## config.mk

```make
export PLATFORM = sky130hd
export DESIGN_NAME = psram_xfer_engine
export DESIGN_NICKNAME = d
export VERILOG_FILES = /design/src/rtl/psram_pkg.sv /design/src/rtl/psram_clkdiv.sv /design/src/rtl/psram_xfer_engine.sv
export SDC_FILE = /design/constraint.sdc
export NUM_CORES = 1
export LEC_CHECK = 0
export ABC_AREA = 1
export CAP_MARGIN = 20
export CORE_MARGIN = 2
export CORE_UTILIZATION = 57
export DETAILED_ROUTE_END_ITERATION = 8
export GPL_TIMING_DRIVEN = 0
export HOLD_SLACK_MARGIN = 0.1
export MAX_ROUTING_LAYER = met4
export PLACE_DENSITY_LB_ADDON = 0.15
export SETUP_SLACK_MARGIN = 0.3
export SLEW_MARGIN = 20
export SYNTH_ARGS = -nofsm -noshare
export SYNTH_HDL_FRONTEND = slang
export SYNTH_SLANG_ARGS = --single-unit
export TNS_END_PERCENT = 1
```

## constraint.sdc

```tcl
create_clock -name pclk -period 4.1 [get_ports pclk]
set_input_delay 0.41 -clock pclk [delete_from_list [all_inputs] [get_ports pclk]]
set_output_delay 0.41 -clock pclk [all_outputs]
set_load 0.1 [all_outputs]
```

## src/rtl/psram_pkg.sv

```systemverilog
// psram_pkg: shared state encoding, phase bit lengths and lane widths for the PSRAM transfer engine.
package psram_pkg;
  typedef enum logic [2:0] {IDLE, CMD, ADDR, WAIT, DATA, HOLD} state_e;
  localparam logic [7:0] CMD_BITS = 8'd8;
  localparam logic [7:0] ADDR_BITS = 8'd24;
  localparam int SPI_LANES = 1;
  localparam int QUAD_LANES = 4;
  function automatic logic [7:0] sck_cycles(input logic [7:0] bits, input logic quad);
    return quad ? bits >> $clog2(QUAD_LANES) : bits >> $clog2(SPI_LANES);
  endfunction
endpackage

```

## src/rtl/psram_clkdiv.sv

```systemverilog
// psram_clkdiv: half-period counter producing SCK plus tick/rise/fall strobes for the edge about to happen.
module psram_clkdiv (
  input  logic       pclk,
  input  logic       prst,
  input  logic       en_i,
  input  logic       clr_i,
  input  logic       gate_i,
  input  logic [7:0] div_i,
  output logic       sck_o,
  output logic       tick_o,
  output logic       rise_o,
  output logic       fall_o
);
  logic [7:0] cnt_q, cnt_d;
  logic       sck_q, sck_d;
  // gate_i only blocks new rising edges, so a pending fall always completes
  always_comb begin
    tick_o = en_i && cnt_q == div_i;
    rise_o = tick_o && gate_i && !sck_q;
    fall_o = tick_o && sck_q;
    cnt_d  = (clr_i || tick_o) ? 8'd0 : en_i ? cnt_q + 8'd1 : cnt_q;
    sck_d  = clr_i ? 1'b0 : (rise_o || fall_o) ? ~sck_q : sck_q;
  end
  always_ff @(posedge pclk) begin
    if (prst) begin
      cnt_q <= '0;
      sck_q <= 1'b0;
    end else begin
      cnt_q <= cnt_d;
      sck_q <= sck_d;
    end
  end
  assign sck_o = sck_q;
endmodule

```

## src/rtl/psram_xfer_engine.sv

```systemverilog
// psram_xfer_engine: one CE-framed PSRAM transaction (cmd, 24-bit addr, dummy cycles, 1-4 data bytes).
// Define PSRAM_QUAD_EN to compile in the 4-bit lane datapath; otherwise quad_i is ignored.
module psram_xfer_engine
  import psram_pkg::*;
#(
  parameter int CE_HOLD = 2
) (
  input  logic        pclk,
  input  logic        prst,
  input  logic        start_i,
  input  logic [7:0]  div_i,
  input  logic [7:0]  cmd_i,
  input  logic [23:0] addr_i,
  input  logic [4:0]  wait_i,
  input  logic        wr_i,
  input  logic [1:0]  len_i,
  input  logic        quad_i,
  input  logic [31:0] wdata_i,
  output logic [31:0] rdata_o,
  output logic        busy_o,
  output logic        done_o,
  output logic        psram_sck_o,
  output logic        psram_ce_n_o,
  output logic [3:0]  psram_io_o,
  output logic [3:0]  psram_io_en_o,
  input  logic [3:0]  psram_io_i
);
  state_e      state_q, state_d;
  logic [7:0]  div_q, cnt_q, cnt_d, plen;
  logic [4:0]  wait_q;
  logic [1:0]  len_q;
  logic        wr_q, quad_q, quad_s;
  logic [31:0] wdata_q, sh_q, sh_d, rx_q, rx_d, rx_sh, rdata_q;
  logic [3:0]  lanes, lane_en;
  logic        go, tick, rise, fall, phase_end, drive;
`ifdef PSRAM_QUAD_EN
  assign quad_s  = quad_i;
  assign rx_sh   = quad_q ? {rx_q[27:0], psram_io_i} : {rx_q[30:0], psram_io_i[1]};
  assign lanes   = quad_q ? sh_q[31:28] : {3'b000, sh_q[31]};
  assign lane_en = quad_q ? 4'hF : 4'h1;
`else
  logic unused_quad;
  assign unused_quad = ^{quad_i, psram_io_i[3:2], psram_io_i[0]};
  assign quad_s  = 1'b0;
  assign rx_sh   = {rx_q[30:0], psram_io_i[1]};
  assign lanes   = {3'b000, sh_q[31]};
  assign lane_en = 4'h1;
`endif
  psram_clkdiv u_clkdiv (
    .pclk   (pclk),
    .prst   (prst),
    .en_i   (state_q != IDLE),
    .clr_i  (go),
    .gate_i (state_q != HOLD),
    .div_i  (div_q),
    .sck_o  (psram_sck_o),
    .tick_o (tick),
    .rise_o (rise),
    .fall_o (fall)
  );
  // phases end on a falling edge, which is also where the next phase's first bit appears
  always_comb begin
    go        = state_q == IDLE && start_i;
    plen      = state_q == CMD  ? sck_cycles(CMD_BITS, quad_q)
              : state_q == ADDR ? sck_cycles(ADDR_BITS, quad_q)
              : state_q == WAIT ? {3'b000, wait_q}
              : sck_cycles({2'b00, 3'({1'b0, len_q} + 3'd1), 3'b000}, quad_q);
    phase_end = fall && cnt_q == plen - 8'd1;
  end
  always_ff @(posedge pclk) begin
    if (prst) state_q <= IDLE;
    else state_q <= state_d;
  end
  always_comb begin
    state_d = state_q;
    unique case (state_q)
      IDLE:    state_d = start_i ? CMD : IDLE;
      CMD:     state_d = phase_end ? ADDR : CMD;
      ADDR:    state_d = !phase_end ? ADDR : (!wr_q && wait_q != 5'd0) ? WAIT : DATA;
      WAIT:    state_d = phase_end ? DATA : WAIT;
      DATA:    state_d = phase_end ? HOLD : DATA;
      HOLD:    state_d = done_o ? IDLE : HOLD;
      default: state_d = IDLE;
    endcase
  end
  // in HOLD the counter counts half-periods; the first one keeps CE low after the last fall
  always_comb begin
    busy_o        = state_q != IDLE;
    done_o        = state_q == HOLD && tick && cnt_q == 8'(CE_HOLD);
    psram_ce_n_o  = state_q == IDLE || (state_q == HOLD && cnt_q != 8'd0);
    drive         = state_q == CMD || state_q == ADDR || (state_q == DATA && wr_q);
    psram_io_o    = drive ? lanes : 4'h0;
    psram_io_en_o = drive ? lane_en : 4'h0;
    rdata_o       = done_o ? rx_q : rdata_q;
  end
  always_comb begin
    cnt_d = (go || phase_end) ? 8'd0 : (state_q == HOLD ? tick : fall) ? cnt_q + 8'd1 : cnt_q;
    sh_d  = go ? {cmd_i, addr_i}
          : (phase_end && state_d == DATA) ? wdata_q
          : fall ? (quad_q ? {sh_q[27:0], 4'h0} : {sh_q[30:0], 1'b0}) : sh_q;
    rx_d  = go ? 32'd0 : (rise && state_q == DATA && !wr_q) ? rx_sh : rx_q;
  end
  always_ff @(posedge pclk) begin
    if (prst) begin
      cnt_q   <= '0;
      sh_q    <= '0;
      rx_q    <= '0;
      rdata_q <= '0;
      div_q   <= '0;
      wait_q  <= '0;
      len_q   <= '0;
      wr_q    <= 1'b0;
      quad_q  <= 1'b0;
      wdata_q <= '0;
    end else begin
      cnt_q   <= cnt_d;
      sh_q    <= sh_d;
      rx_q    <= rx_d;
      rdata_q <= rdata_o;
      if (go) begin
        div_q   <= div_i;
        wait_q  <= wait_i;
        len_q   <= len_i;
        wr_q    <= wr_i;
        quad_q  <= quad_s;
        wdata_q <= wdata_i;
      end
    end
  end
endmodule

```

## Word-level counts from Yosys, hierarchy flattened

Index checks and enable logic that the tools add are counted.

| storage, ports and cells | value |
|---|---|
| flip-flop bits (word level) | 164 |
| bits in latches | 0 |
| memory bits (writable) | 0 |
| bits in read-only memories | 0 |
| input bits | 88 |
| output and inout bits | 44 |
| word-level logic and storage cells | 75 |
| memories kept | 0 |

| operators by class | value |
|---|---|
| $add $sub $neg | 4 |
| multiply operators | 0 |
| div/mod/pow operators | 0 |
| magnitude comparators | 0 |
| equality and inequality tests | 10 |
| shift operators | 0 |
| multiplexer cells | 18 |
| bitwise operators | 1 |
| reductions and logical operators | 30 |

Operators with widths:

| cell | number |
|---|---|
| 2-to-1 mux 32 bit | 4 |
| 2-to-1 mux 6 bit | 3 |
| case mux 3 bit (6 select lines) | 1 |
| adder 8 x 1 -> 8 bit, second input constant | 2 |
| equality test 8 bit | 2 |
| logical AND 1 bit | 14 |
| 2-to-1 mux 3 bit | 4 |
| equality test 3 bit, second input constant | 3 |
| equality test 8 x 2 -> 1 bit, second input constant | 1 |
| nonzero test 8 bit | 1 |
| subtractor 6 x 1 -> 7 bit, second input constant | 1 |
| equality test 3 x 2 -> 1 bit, second input constant | 2 |
| logical OR 1 bit | 6 |
| nonzero test 3 bit | 2 |
| OR reduction 2 bit | 3 |
| 2-to-1 mux 1 bit | 5 |
| nonzero test 5 bit | 1 |
| adder 2 x 1 -> 3 bit, second input constant | 1 |
| equality test 3 x 1 -> 1 bit, second input constant | 1 |
| zero test 3 bit | 1 |
| != test 3 bit, second input constant | 1 |
| zero test 1 bit | 2 |
| 2-to-1 mux 2 bit | 1 |
| inverter 1 bit | 1 |

## Longest topological paths before layout

Gate-level depths: netlist of run 1.

| logic depth | value |
|---|---|
| depth after elaboration | 13 |
| mapped depth | 21 |
| gate-level depth less buffers | 20 |

## Cells and area by module

From an unflattened synthesis of run 1, not the netlist that was laid out.

| unflattened totals | value |
|---|---|
| cells, all modules | 1160 |
| area, all modules | 7807.5 µm² |

By module, submodules not included:

| module | times used | cells an instance | area an instance (µm²) | sequential area each (µm²) |
|---|---|---|---|---|
| psram_xfer_engine | 1 | 1048 | 7139.3 | 3103.0 |
| psram_clkdiv | 1 | 112 | 668.1 | 180.2 |

## Least setup slack after synthesis of run 1

Ideal clock, no wire load.

| path | value |
|---|---|
| path kind | register to output |
| from | register state_q[1] |
| to | output rdata_o[22] |
| data arrival time | 3.673 ns |
| data required time | 3.690 ns |
| path slack | 0.017 ns |
| stages on the path, launching flop included | 13 |
| buffers on the path | 2 |
| cell sequence | dfxtp_1 buf_2 nor2_1 nand2_2 nand2_1 nor3_1 and2_1 nand2_1 nor3b_2 clkbuf_1 or2_2 inv_1 a21oi_1 |

| between the ends | value |
|---|---|
| word-level cells in the longest chain between the ends | 5 |
| elaborated cells on any way between the ends | 6 |
| classes of those cells | eq/ne (1); mux (1); reduce/logical (4) |

Ends and longest elaborated chain:

| item | RTL line | RTL |
|---|---|---|
| start, declared | psram_xfer_engine.sv:28 | `state_e state_q, state_d;` |
| start signal, assigned | psram_xfer_engine.sv:72 | `else state_q <= state_d;` |
| nonzero test 3 bit | -- |  |
| via busy_o | psram_xfer_engine.sv:20 | `output logic busy_o,` |
| logical AND 1 bit | psram_clkdiv.sv:18 | `tick_o = en_i && cnt_q == div_i;` |
| logical AND 1 bit (2 in a row) | psram_xfer_engine.sv:89 | `done_o = state_q == HOLD && tick && cnt_q == 8'(CE_HOLD);` |
| 2-to-1 mux 32 bit | psram_xfer_engine.sv:94 | `rdata_o = done_o ? rx_q : rdata_q;` |
| end, declared | psram_xfer_engine.sv:19 | `output logic [31:0] rdata_o,` |

The timed path passes the listed nets, and every way through them passes these cells.

## Final worst setup path of run 1

| path | value |
|---|---|
| from | register state_q[1] |
| to | output rdata_o[9] |

| between the ends | value |
|---|---|
| word-level cells in the longest chain between the ends | 5 |
| elaborated cells on any way between the ends | 6 |
| classes of those cells | eq/ne (1); mux (1); reduce/logical (4) |

Ends and longest elaborated chain:

| item | RTL line | RTL |
|---|---|---|
| nonzero test 3 bit | psram_xfer_engine.sv:52 | `.en_i (state_q != IDLE),` |
| logical AND 1 bit | psram_clkdiv.sv:18 |  |
| logical AND 1 bit * (2 in a row) | psram_xfer_engine.sv:89 |  |
| 2-to-1 mux 32 bit * | psram_xfer_engine.sv:94 |  |

Mark *: on every way between the ends. The rest lies on a longest branch, timed or not.

==> metrics.txt, run 1 <==
worst-margin pin slew=1030 ps; slowest stage delay, CP=between 400 and 500 ps; post-synthesis adder-cell area fraction=less than 1%; GPL Wtd Cong=0.888; skew final=6.84 ps; critical path class=reg -> out; Rel. slew slack=31.1%; vias=7479; number of global-route vias before repair=6787; worst path required time=between 3000 and 4000 ps; Max FO, Critical Path=10; Hold/Removal Path Class=reg -> reg; Startpoint Class=flip-flop; dominant synthesized flop cell=dfxtp_1; diode count=0; CTS tree=built; status=complete, no violations; Post-synth EDFFs=0; clock latency on the worst-skew pair=430 ps; initial antenna violation count=0; TritonCTS sink count=approximately 160; Final nets=approximately 1300; Core Box Area=between 10000 and 15000 um^2; initial drt markers=741; Max H-tree Level=4; final worst slack=between 300 and 400 ps; xor/xnor cell area share of the yosys netlist=1.51%; Root Buffer=clkbuf_16; Cell Chain, Critical Path=buf_2 > nor2_1 > nand2_2 > nand2_1 > nor3_1 > and2_1 > nand2_1 > nor3b_4 > clkbuf_1 > or2_2 > inv_1 > a21oi_1 > buf_2; pwr dens=395 nW/um^2; first-pass GRT wire length=32200 um; asr flop ratio synth=0%; Max Clk Rate=269 MHz; commonest cells after routing, fill and taps aside=nand2_1, a21oi_1, dfxtp_1, inv_1, clkdlybuf4s50_1; Clock power frac=43.4%; hold_buf cts=0; initial core utilization=about three fifths; cts bufs inserted=17; slowest CP cell=buf_2; Compound-Gate Fraction of Synth Area=21.8%; crit path time final=3710 ps; Detail Route Antenna Nets=0; final max-slew violation count=0; I/O pin total=132; layout cells sized above 1=between 10% and 20%; Layout area overhead=25.9%; count of different cell masters after synthesis=32; DRC viols=0; Hold Fails Final Rpt=0; routed wire length=19800 um; 1st-pass router iterations=5; Wirelength per Cell=14.4 um; total congestion overflow=0; Leak=about 0.0039 uW; #FFs+latches synth=164; multiplexer share of the synthesized area=0%; WP data arrival=3300 ps; most common cell after layout, fill and taps aside=nand2_1; Global Route Usage Sum=around 29%; max-cap violations=0; setup TNS=0 ps; vias per cell=5.43; Sequential Power Share=45.3%; Synth Cell Area=7520 um^2; Die Span Y=approximately 120 um; internal power=about 2800 uW; RSZ-0062 raised after global routing=yes; Die Width=between 100 and 150 um; HPWL Detailed=13800 um; register area share after synthesis=a little over two fifths; Post-Synthesis Cells=roughly 1000; final setup violation count=0; YS warnings=0; Worst VDD drop=0.291 mV; Largest delay share family, worst path=simple AND/OR/NAND/NOR gates; Fill cells=approximately 1000; dpl ws=14.5 ps; Gate power share=11.3%; simple-gate share of the synthesized area=22.0%; net switching power=943 uW; largest family of logic cells by synthesized area=simple AND/OR/NAND/NOR gates; clock slew at reported path FFs=around 60 ps; Max Root-Sink Buffers=2; row count=a little over 40; WP buf/inv=4; Syn Area/Cell=7.17 um^2; period utilization=between 90% and 100%; CP endpoint kind=primary output; pin count of the biggest net entering global routing=17; Port Buf Inserts=121; post-layout util=74.1%; Sw Ratio=25.2%; total die area=between 10000 and 15000 um^2
layout make-up:
cell class	instances	area [um^2]	area share, %
clock buffers	19	443	4.68
multi-input cells	708	3510	37.1
flip-flops and latches	164	3280	34.7
clock inverters	11	153	1.61
inverters	111	417	4.40
well taps	172	215	2.27
plain buffers	71	334	3.53
repair buffers	121	1110	11.7
stage by stage:
stage               cells  total power [uW]  hold slack, ps  area (um^2)
CTS                  1377              3740             465         9460
floorplan            1054              1980             441         7540
finish               1377              3740             468         9460
global placement     1347              2130             454         8960
detailed placement   1347              2140             456         8960
global route         1377              3860             478         9460
layer usage:
metal / wire [um] / share of wire (%) / track usage, % / vias to the layer above
met3: 1120 / 5.6 / 6.03 / 32
li1: - / - / - / 3738
met2: 9240 / 47 / 43.7 / 230
met1: 9090 / 46 / 38.5 / 3479
met5: 0 / 0 / - / -
met4: 344 / 1.7 / 9.15 / 0
power by group through the flow:
stage | Sequential, uW | Combinational (uW) | Clock [uW]
floorplan | 1720 | 260 | 0
global placement | 1720 | 407 | 0
detailed placement | 1730 | 413 | 0
CTS | 1690 | 418 | 1630
global route | 1700 | 464 | 1690
finish | 1690 | 422 | 1620
state kept, by name (all words and copies together) (netlist names):
| signal | cells |
|---|---|
| cnt_q | 8 |
| wdata_q | 32 |
| rdata_q | 32 |
| wait_q | 5 |
| rx_q | 32 |
| state_q | 3 |
| u_clkdiv.cnt_q | 8 |
| sh_q | 32 |
| u_clkdiv.sck_o | 1 |
| wr_q | 1 |
| div_q | 8 |
| len_q | 2 |
cells in the mapped netlist, types with 7 or more instances:
library cell / instances / area share [%]
inv_1: 108 / 5.4
a211oi_1: 33 / 3.3
nor2_1: 21 / 1.0
or2_2: 36 / 3.0
a21oi_1: 186 / 12
buf_2: 14 / 0.93
nand4_1: 13 / 1.1
nand2_1: 237 / 12
dfxtp_1: 164 / 44
nor3_1: 9 / 0.60
nand3_1: 48 / 3.2
buf_4: 7 / 0.70
xor2_1: 7 / 0.82
clkbuf_1: 47 / 2.3
o21ai_0: 83 / 5.5
worst register-to-register path: stages, from the launching register on:
cell and delay [ps]:
dfxtp_1 300, buf_2 180, nand2_1 80, nor2_2 260, nand2_1 140, ha_1 230, nand2_1 70, inv_1 80
nand3_1 120, nand2_1 80, nand2_1 70, nand2_1 50, nand2_1 80, nand3_1 80, nor2_1 210, nand4_1 340
nand2_2 260, buf_6 170, nand2_1 60, nand2_1 90, nand2_1 70, a21oi_1 120
repair_timing:
item,4_1_cts,5_1_grt
buffers inserted,0,0
setup endpoints to repair,33,33
resized for setup,147,46
final timing paths:
check / from / to / slack [ps] / cells past startpoint
max: state_q[1] / rdata_o[9] / 390 / 13
min: wdata_q[1] / wdata_q[1] / 470 / 2
max reg2reg: state_q[1] / sh_q[21] / 900 / 21
min reg2reg: wdata_q[1] / wdata_q[1] / 470 / 2
logic make-up after synthesis:
logic type,count (synthesis)
DFF,164
and+or+nand+nor,375
other,1
buffers and inverters,182
AOI/OAI and AO/OA,308
adders and majority gates,6
xor gates and xnor gates,13
No activity file was read; power rests on OpenSTA's default activity.
==> run 2: changes to the inputs <==
--- a/config.mk
+++ b/config.mk
@@ -14,6 +14,7 @@
 export HOLD_SLACK_MARGIN = 0.1
 export MAX_ROUTING_LAYER = met4
 export PLACE_DENSITY_LB_ADDON = 0.15
+export REMOVE_ABC_BUFFERS = 1
 export SETUP_SLACK_MARGIN = 0.3
 export SLEW_MARGIN = 20
 export SYNTH_ARGS = -nofsm -noshare
==> run 2 against run 1 <==
Net effect: non-clock buffer count decreased by 55; register-to-register slack got worse by 540 ps; clock power increased by 15%; cell area about the same; global-route usage decreased by 2.0 points; wire length decreased by 6.8%; maximum frequency decreased by 0.62%; sequential share of layout area about the same; worst setup slack got worse by 23 ps; first-iteration DRC count decreased by 8.2%; die area unchanged.
==> metrics.txt, run 2 (synthesized netlist as in run 1, its figures left out) <==
skew final=7.05 ps (was 6.84 ps); vias=7132 (was 7479); hold path cells=2 (unchanged); R2R depth=9 (was 21); placed cell areas=8800 um^2 (was 8960 um^2); Hold Fails Final Rpt=0 (unchanged); Detail Route Antenna Nets=0 (unchanged); commonest cells after routing, fill and taps aside=nand2_1, a21oi_1, dfxtp_1, inv_1, clkdlybuf4s50_1 (unchanged); most common cell after layout, fill and taps aside=nand2_1 (unchanged); CP endpoint kind=flip-flop (was primary output); Port Buf Inserts=121 (unchanged); initial drt markers=680 (was 741); first-pass GRT wire length=30200 um (was 32200 um); number of global-route vias before repair=6458 (was 6787); Max Clk Rate=268 MHz (was 269 MHz); Final Cell Area=9460 um^2 (about the same); final max-slew violation count=0 (unchanged); post-layout util=74.1% (about the same); Max Root-Sink Buffers=2 (unchanged); register area=3290 um^2 (was 3280 um^2); max-cap violations=0 (unchanged); row count=41 (unchanged); Rel. slew slack=25.1% (was 31.1%); GPL Wtd Cong=0.912 (was 0.888); HPWL Detailed=11300 um (was 13800 um); Core Box Area=12800 um^2 (unchanged); TritonCTS sink count=164 (unchanged); Root Buffer=clkbuf_16 (unchanged); Startpoint Class=flip-flop (unchanged); Global Route Usage Sum=26.8% (was 28.7%); initial antenna violation count=0 (unchanged); worst path required time=4400 ps (was 3690 ps); total die area=14100 um^2 (unchanged); 1st-pass router iterations=5 (unchanged); FF-to-FF setup slack=360 ps (was 900 ps); pin count of the biggest net entering global routing=72 (was 17); cts bufs inserted=17 (unchanged); Die Width=119 um (unchanged); layout cells sized above 1=11.1% (was 10.9%); final setup violation count=0 (unchanged); routed wire length=18400 um (was 19800 um); Worst VDD drop=0.364 mV (was 0.291 mV); DRC viols=0 (unchanged); critical path class=reg -> reg (was reg -> out); Die Span Y=119 um (unchanged); Leak=0.00390 uW (about the same); Hold/Removal Path Class=in -> reg (was reg -> reg); hold endpoint=wdata_q[3] (was wdata_q[1]); Fill cells=1023 (was 1045); reg-to-reg startpoint=state_q[1] (unchanged); Pwr Total=3970 uW (was 3740 uW); Final nets=1233 (was 1288); pwr dens=419 nW/um^2 (was 395 nW/um^2); Max FO, Critical Path=64 (was 10); I/O pin total=132 (unchanged); status=complete, no violations (unchanged); WP data arrival=4040 ps (was 3300 ps); CTS tree=built (unchanged); Wirelength per Cell=14.0 um (was 14.4 um); RR Endpoint=sh_q[22] (was sh_q[21]); multi-input gate area in the final layout=3540 um^2 (was 3510 um^2); Inst Count DP=1287 (was 1347); initial core utilization=58.9% (unchanged); RSZ-0062 raised after global routing=yes (unchanged); Layout area overhead=25.9% (about the same); HP Start=prst (was wdata_q[1]); period utilization=91.2% (was 90.6%); diode count=0 (unchanged); clock latency on the worst-skew pair=420 ps (was 430 ps); crit path time final=3740 ps (was 3710 ps); vias per cell=5.39 (was 5.43); worst-margin pin slew=1120 ps (was 1030 ps); Max H-tree Level=4 (unchanged); non-filler cells, final=1322 (was 1377); total congestion overflow=0 (unchanged); clock slew at reported path FFs=60 ps (about the same)
run 2: cell types whose count changed in the layout (fill, tap and decap cells not counted), moves of 4 or more:
| cell | before | now |
|---|---|---|
| clkbuf_4 | 25 | 6 |
| bufinv_16 | 3 | 7 |
| buf_2 | 22 | 13 |
| clkbuf_1 | 47 | 1 |
| buf_6 | 3 | 9 |
| clkbuf_2 | 1 | 6 |
run 2: layout make-up:
type,instances,area share [%]
timing repair buffer,137,13.8
clock buffer,21,4.97
sequential,164,34.7
clock inverter,9,2.37
multi-input combinational,708,37.4
tap,172,2.27
inverter,111,4.43
run 2: routing by layer:
layer	share of wire, %	track usage (%)	wire length [um]
met1	45	34.3	8240
met2	48	43.0	8860
met3	5.6	5.60	1040
met4	1.7	7.74	316
met5	0	-	0
run 2: through the flow:
stage                     hold WS, ps  setup TNS, ps  setup slack, ps
final                             381              0              362
after global routing              390              0             93.6
after CTS                         368              0              140
after detailed placement          455          -2200             -196
after global placement            453        -336930            -2830
after floorplan                   439        -175060            -3420
run 2: critical path, cell delays in order (launching register included):
cell and delay [ps]:
dfxtp_2 360, nor2_1 290, nand2_4 160, inv_1 180, nand2_4 230, buf_16 290, nand2_1 780, inv_1 800
a21oi_1 380, a21oi_1 100
run 2: what timing repair did:
action | in CTS | in global routing
pin swaps | 1 | 1
hold endpoints to repair | 0 | 0
hold buffers | 0 | 0
buffers inserted | 3 | 1
endpoints found under the setup margin | 65 | 65
resized for setup | 92 | 87
run 2: worst max path at each step:
stage | from | end | slack, ps
finish | state_q[1] | sh_q[22] | 360
global route | state_q[1] | sh_q[22] | 90
CTS | state_q[1] | rdata_o[0] | 140
detailed placement | state_q[1] | rdata_o[3] | -200
global placement | state_q[1] | rdata_o[9] | -2830
floorplan | state_q[1] | rdata_o[0] | -3420
run 2: power breakdown:
group,switching [uW],leakage [uW],internal [uW],total (uW)
Combinational,244,0.00222,164,407
Clock,624,0.000339,1250,1870
Sequential,35.2,0.00134,1660,1690
Total,903,0.00390,3070,3970
==> run 3: changes to the inputs <==
--- a/config.mk
+++ b/config.mk
@@ -7,8 +7,10 @@
 export LEC_CHECK = 0
 export ABC_AREA = 1
 export CAP_MARGIN = 20
+export CELL_PAD_IN_SITES_DETAIL_PLACEMENT = 0
+export CELL_PAD_IN_SITES_GLOBAL_PLACEMENT = 1
 export CORE_MARGIN = 2
-export CORE_UTILIZATION = 57
+export CORE_UTILIZATION = 41
 export DETAILED_ROUTE_END_ITERATION = 8
 export GPL_TIMING_DRIVEN = 0
 export HOLD_SLACK_MARGIN = 0.1
==> run 3 against run 2 <==
Net effect: first-iteration DRC count fell by 41%; critical path type is now reg -> out; cell count rose by 4.5%; register-to-register slack improved by 390 ps; core utilization fell by 21 points; hold slack got worse by 52 ps; via count fell by 5.0%; non-clock buffer count did not move.
==> metrics.txt, run 3 (synthesized netlist as in run 1, its figures left out) <==
Wirelength per Cell=13.5 um (was 14.0 um); RSZ-0062 raised after global routing=yes (unchanged); CTS tree=built (unchanged); DRC viols=0 (unchanged); Max H-tree Level=4 (unchanged); number of global-route vias before repair=6192 (was 6458); Sequential Power Share=43.9% (was 42.6%); Core Box Area=18000 um^2 (was 12800 um^2); CP endpoint kind=primary output (was flip-flop); placed cell areas=8880 um^2 (was 8800 um^2); Startpoint Class=flip-flop (unchanged); WP data arrival=3210 ps (was 4040 ps); worst-margin pin slew=1070 ps (was 1120 ps); Final Cell Area=9590 um^2 (was 9460 um^2); Port Buf Inserts=121 (unchanged); total die area=19400 um^2 (was 14100 um^2); 1st-pass router iterations=4 (was 5); Die Width=139 um (was 119 um); period utilization=88.4% (was 91.2%); initial core utilization=41.8% (was 58.9%); status=complete, no violations (unchanged); final setup violation count=0 (unchanged); Max Root-Sink Buffers=2 (unchanged); FF-to-FF setup slack=750 ps (was 360 ps); Final nets=1233 (unchanged); layout cells sized above 1=11.5% (was 11.1%); crit path time final=3620 ps (was 3740 ps); row count=49 (was 41); first-pass GRT wire length=30500 um (was 30200 um); critical path class=reg -> out (was reg -> reg); final worst slack=476 ps (was 362 ps); pwr dens=402 nW/um^2 (was 419 nW/um^2); skew final=20.2 ps (was 7.05 ps); Max FO, Critical Path=24 (was 64); hold slack=329 ps (was 381 ps); dpl ws=-408 ps (was -196 ps); I/O pin total=132 (unchanged); Root Buffer=clkbuf_16 (unchanged); total congestion overflow=0 (unchanged); worst path required time=3690 ps (was 4400 ps); Layout area overhead=27.5% (was 25.9%); internal power=2820 uW (was 3070 uW); Gate power share=10.4% (was 10.3%); Detail Route Antenna Nets=0 (unchanged); Hold Fails Final Rpt=0 (unchanged); net switching power=1030 uW (was 903 uW); vias=6775 (was 7132); initial drt markers=398 (was 680); pin count of the biggest net entering global routing=72 (unchanged); initial antenna violation count=0 (unchanged); Global Route Usage Sum=19.6% (was 26.8%); Hold/Removal Path Class=in -> reg (unchanged); clock slew at reported path FFs=70 ps (was 60 ps); most common cell after layout, fill and taps aside=nand2_1 (unchanged); clock latency on the worst-skew pair=440 ps (was 420 ps); Leak=0.00386 uW (was 0.00390 uW); Worst VDD drop=0.287 mV (was 0.364 mV); Die Span Y=139 um (was 119 um); routed wire length=18700 um (was 18400 um); Sw Ratio=26.7% (was 22.7%); Max Clk Rate=276 MHz (was 268 MHz); max-cap violations=0 (unchanged); GPL Wtd Cong=0.848 (was 0.912); HPWL Detailed=11900 um (was 11300 um); post-layout util=53.4% (was 74.1%); Clock power frac=45.7% (was 47.1%); cts bufs inserted=17 (unchanged); diode count=0 (unchanged); hold_buf cts=0 (unchanged); vias per cell=4.91 (was 5.39); Rel. slew slack=28.3% (was 25.1%); TritonCTS sink count=164 (unchanged); commonest cells after routing, fill and taps aside=nand2_1, a21oi_1, dfxtp_1, inv_1, clkdlybuf4s50_1 (unchanged); final max-slew violation count=0 (unchanged)
[run 3: layout make-up]
type | count | area, um^2
Clock buffer | 17 | 425
Clock inverter | 15 | 234
Fill cell | 1802 | 8380
Inverter | 111 | 419
Multi-Input combinational cell | 708 | 3550
Sequential cell | 164 | 3290
Tap cell | 229 | 287
Timing Repair Buffer | 137 | 1380
[run 3: stage by stage]
step	setup TNS (ps)	total power [uW]	instances
2_1_floorplan	-175060	1950	983
6_report	0	3850	1381
5_1_grt	0	4020	1381
4_1_cts	0	3900	1379
3_3_place_gp	-399600	2120	1333
3_5_place_dp	-4360	2130	1344
[run 3: worst paths after layout]
| path | cells after the start | startpoint | end |
|---|---|---|---|
| hold / removal | 2 | prst | wdata_q[16] |
| setup / recovery | 14 | state_q[1] | rdata_o[20] |
| hold reg to reg | 2 | wdata_q[20] | wdata_q[20] |
| setup reg to reg | 19 | state_q[1] | sh_q[6] |
[run 3: worst max-delay path: stages, from the launching register on]
cell and delay [ps]:
dfxtp_2 420, nor2_1 130, nand2_4 140, nand2_1 70, nor3_1 160, and2_2 230, nand2_1 120, nor3b_4 240
buf_6 190, buf_6 200, buf_8 190, or2_2 130, inv_1 40, a21oi_1 180, buf_4 330
[run 3: power groups by stage]
stage	sequential [uW]	clock, uW	combinational [uW]
4_1_cts	1690	1800	405
5_1_grt	1700	1880	446
3_5_place_dp	1720	0	402
2_1_floorplan	1720	0	233
6_report	1690	1760	401
3_3_place_gp	1720	0	399
[run 3: metal layers]
| layer | vias up | track usage (%) | part of all wire, % |
|---|---|---|---|
| met5 | - | - | 0 |
| met2 | 109 | 30.5 | 47 |
| li1 | 3634 | - | - |
| met3 | 11 | 4.40 | 3.7 |
| met1 | 3021 | 26.0 | 49 |
| met4 | 0 | 4.63 | 0.79 |
[run 3: timing repair]
| item | 4_1_cts | 5_1_grt |
|---|---|---|
| gates resized for setup | 132 | 12 |
| setup endpoints to repair | 65 | 65 |
| setup buffers | 3 | 2 |
| endpoints found under the hold margin | 0 | 0 |
| pin swaps | 1 | 1 |
